**config.mk**
```make
export PLATFORM = sky130hd
export DESIGN_NAME = mul_dot_accum
export DESIGN_NICKNAME = d
export VERILOG_FILES = /design/src/rtl/mul_dot_accum.sv
export SDC_FILE = /design/constraint.sdc
export NUM_CORES = 1
export LEC_CHECK = 0
export ABC_CLOCK_PERIOD_IN_PS = 3410
export CAP_MARGIN = 25
export CORE_AREA = 2 2 97 80
export DETAILED_ROUTE_END_ITERATION = 12
export DIE_AREA = 0 0 99 82
export HOLD_SLACK_MARGIN = 0.1
export PLACE_DENSITY = 0.69
export SYNTH_ARGS = -nofsm -noshare
export SYNTH_HDL_FRONTEND = slang
export SYNTH_SLANG_ARGS = --single-unit
```
**constraint.sdc**
```tcl
create_clock -name clk -period 3.41 [get_ports clk]
set_clock_uncertainty 0.05 [all_clocks]
set_input_delay 0.5115 -clock clk [delete_from_list [all_inputs] [get_ports clk]]
set_output_delay 0.5115 -clock clk [all_outputs]
set_load 0.02 [all_outputs]
```
**src/rtl/mul_dot_accum.sv**
```systemverilog
// Frames an unsigned 16-bit product stream into ACC_W-bit dot-product results with overflow flag.
// Optional MUL_ACC_SATURATE_EN: clamp the frame sum at 2^ACC_W-1 instead of wrapping.
module mul_dot_accum #(
  parameter int LEN   = 8,
  parameter int ACC_W = 24
) (
  input  logic             clk,
  input  logic             rst,
  input  logic             in_valid,
  output logic             in_ready,
  input  logic [15:0]      in_prod,
  input  logic             in_last,
  output logic             out_valid,
  input  logic             out_ready,
  output logic [ACC_W-1:0] out_sum,
  output logic             out_ovf
);
  localparam int CW = (LEN > 1) ? $clog2(LEN) : 1;
  localparam logic [CW-1:0] CNT_LAST = CW'(LEN - 1);

  typedef enum logic {ACC, DONE} state_t;

  state_t           state;
  logic [ACC_W-1:0] acc;
  logic [CW-1:0]    cnt;
  logic             ovf_flag;

  logic [ACC_W:0]   sum_ext;
  logic             carry;
  logic [ACC_W-1:0] res;
  logic             accept;
  logic             close;

  always_comb begin
    sum_ext = {1'b0, acc} + {{(ACC_W - 15){1'b0}}, in_prod};
    carry   = sum_ext[ACC_W];
`ifdef MUL_ACC_SATURATE_EN
    // once clamped, the rest of the frame stays at full scale
    res     = (carry || ovf_flag) ? {ACC_W{1'b1}} : sum_ext[ACC_W-1:0];
`else
    res     = sum_ext[ACC_W-1:0];
`endif
    accept  = in_valid && in_ready && (state == ACC);
    close   = in_last || (cnt == CNT_LAST);
  end

  always_ff @(posedge clk or posedge rst) begin
    if (rst) begin
      state     <= ACC;
      in_ready  <= 1'b0;
      out_valid <= 1'b0;
      out_sum   <= '0;
      out_ovf   <= 1'b0;
      acc       <= '0;
      cnt       <= '0;
      ovf_flag  <= 1'b0;
    end else begin
      case (state)
        ACC: begin
          in_ready <= 1'b1;
          if (accept) begin
            if (close) begin
              out_sum   <= res;
              out_ovf   <= ovf_flag | carry;
              out_valid <= 1'b1;
              in_ready  <= 1'b0;
              state     <= DONE;
              acc       <= '0;
              cnt       <= '0;
              ovf_flag  <= 1'b0;
            end else begin
              acc      <= res;
              cnt      <= cnt + 1'b1;
              ovf_flag <= ovf_flag | carry;
            end
          end
        end
        DONE: begin
          if (out_ready) begin
            out_valid <= 1'b0;
            in_ready  <= 1'b1;
            state     <= ACC;
          end
        end
        default: state <= ACC;
      endcase
    end
  end
endmodule
```
==> results by group <==
Status
  – Outcome: complete, no violations

Finish
  – Final nets: 463
  – Final core utilization: 0.5726
  – Layout area overhead: 22.28%
  – Share of layout cells above drive strength 1: 0.06604
  – Fin cells: 514
  – ANT cells: 0

Synth
  – Async SR Flop Fraction: 1.000
  – Mean Syn Cell Area: 8.969 um2
  – Mapped Cells: 375
  – Syn nets: 415
  – Most instantiated cells after synthesis: nand2_1, dfrtp_1, nor2_1, o21ai_0, ha_1
  – Post-synth EDFFs: 0
  – Synth unique cells: 60
  – Synth warn: 0
  – Synth Register Bits: 56
  – Biggest area consumer among synthesized cells: dfrtp_1
  – Synth top area share: 0.4167
  – Area contributors post-synth: dfrtp_1, nand2_1, ha_1
  – Mapped Area: 3363 um2
  – Primary FF master, synth: dfrtp_1
  – Count leader, synth: nand2_1
  – Sequential fraction of the synthesis area: 0.4167

Worst setup path
  – Reg2reg path depth: 7
  – Crit Path Class: in -> reg
  – Crit path top cell by count: and3_1
  – CP cell instances: clkdlybuf4s50_1 -> ha_1 -> and3_1 -> a221o_1 -> and3_1 -> o31a_1 -> and4_1 -> a211o_1
  – Crit-path leading delay family: compound AO/OA/AOI/OAI gates
  – Crit-path max cell delay: 0.44 ns
  – Critical path depth: 8
  – CP startpoint kind: primary input
  – Arr. time, crit path: 3.04 ns
  – Critical Path RT: 3.56 ns
  – Crit path buffers/inverters: 1
  – Slowest stage cell, crit path: o31a_1
  – CP Capture Type: flip-flop
  – Crit path max fanout: 12

STA
  – Slew Limit Fails: 0
  – Setup violators final: 0
  – Final period utilization: 0.8467
  – Slew headroom: 0.5598
  – Post-route setup slack: 0.5229 ns
  – Fmax: 0.3464 GHz
  – Fin crit period: 2.887 ns
  – Worst-Margin Slew: 0.6593 ns
  – Final Hold Vio Count: 0
  – Setup TNS: 0 ns
  – RSZ-0062 raised after global routing: no

Global route
  – Vias in the first global route: 2802
  – Initial antenna violation count: 0
  – Remaining Overflow, GRT: 0
  – GRT Overall Usage: 0.2137
  – Largest net degree at the start of global routing: 30
  – First-pass GRT wire length: 13870 um

Place
  – Quantity of I/O buffers inserted on ports: 47
  – Routability congestion estimate: 0.8884
  – Hpwl dp: 6105 um
  – Dpl ws: 0.2038 ns
  – Dpl cells: 506

Die
  – Die Area: 8118 um2
  – Cell row count: 28
  – Die H: 82 um
  – Placeable Area: 7182 um2
  – Chip width: 99 um
  – Initial Utilization: 0.4683
  – I/O Pins: 48

Worst hold path
  – Min-Delay Path Depth: 2
  – Hold Crit Class: reg -> reg

CTS
  – Hold Buf Count CTS: 0
  – Post-CTS resize count: 0
  – H-tree depth: 2
  – Clk root buf: clkbuf_8
  – Number of post-CTS setup repair buffers: 0
  – CTS tree: done
  – Sink Count: 56
  – CTS buffer count: 5
  – Clock transition at path regs: 0.11 ns
  – Latest clock arrival within the worst-skew pair: 0.32 ns
  – Clock Tree Buf Depth: 2

Power and ir drop
  – Leakage Power: 0.001865 uW
  – Tot Pwr: 3147 uW
  – Pwr Density: 765.1 nW/um2
  – Max VDD drop: 0.3382 mV

Detailed routing
  – DR WL/cell: 15.97 um
  – DRC errors left: 0
  – Final antenna-violating net count: 0
  – Vias: 2968
  – Final wirelength: 8209 um
  – Initial DRC count: 202
  – DRT Pass-1 Iters: 4
  – Drt via density: 5.774

Flow run
  – Max_cap viols: 0
[where the power goes]
| group | internal (uW) | switching [uW] |
|---|---|---|
| clock | 296 | 231 |
| sequential | 876 | 128 |
| combinational | 703 | 912 |
[cells by family after synthesis]
group,synth area share
flip-flops,0.4167
XOR/XNOR,0.02865
AND/OR/NAND/NOR,0.2273
buffers and inverters,0.02418
adder cells (fa/ha/maj),0.07292
AO/OA/AOI/OAI,0.2240
multiplexers,0.006324
[placed cells by master, fill, tap and decap left out, drive strengths merged, types with 5 or more instances in the layout]
cell / instances
clkdlybuf4s50: 47
o21ai: 31
nand3: 12
o31a: 6
a21oi: 18
a21o: 10
xor2: 5
ha: 18
a31oi: 6
dfrtp: 56
nand2: 65
inv: 5
and3: 5
nor2: 29
xnor2: 6
o31ai: 9
buf: 11
nor3: 9
clkbuf: 5
[worst min-delay path, stage by stage (launching register included)]
cell and delay, ns:
dfrtp_1 0.36, nand2_1 0.05, nand2_1 0.05
[state kept, by name (all words and copies together), names as in the netlist]
| name | flops |
|---|---|
| out_ovf | 1 |
| acc | 24 |
| state | 1 |
| cnt | 3 |
| out_sum | 24 |
| ovf_flag | 1 |
| out_valid | 1 |
| in_ready | 1 |
[path summary, 6_finish.rpt]
| kind | from | endpoint | slack [ns] |
|---|---|---|---|
| max in group asynchronous | rst | out_sum[18] | 2.18 |
| setup / recovery | in_prod[8] | acc[22] | 0.52 |
| min in group asynchronous | rst | acc[4] | 0.55 |
| setup reg to reg | acc[8] | acc[22] | 0.74 |
| hold / removal | acc[0] | acc[0] | 0.43 |
| hold reg to reg | acc[0] | acc[0] | 0.43 |
[stage by stage]
stage | hold WS (ns) | instance area, um2
2_1_floorplan | 0.3928 | 3363
3_3_place_gp | 0.4069 | 3975
3_5_place_dp | 0.4113 | 3975
4_1_cts | 0.4391 | 4113
5_1_grt | 0.4555 | 4113
6_report | 0.4320 | 4113
[layout make-up]
| class | count | area, um2 |
|---|---|---|
| fillers | 651 | 3069 |
| multi-input cells | 298 | 1881 |
| flip-flops and latches | 56 | 1401 |
| repair buffers | 58 | 565.5 |
| well taps | 90 | 112.6 |
| clock buffers | 5 | 68.82 |
| clock inverters | 3 | 68.82 |
| inverters | 4 | 15.01 |
[layer usage]
metal	global-route usage	vias to the layer above	routed length, um
met1	0.3054	1416	3986
li1	-	1471	-
met3	0.03574	7	445
met4	0.04521	0	70
met2	0.3446	74	3707
met5	0	-	0
No activity file was read; power rests on OpenSTA's default activity.
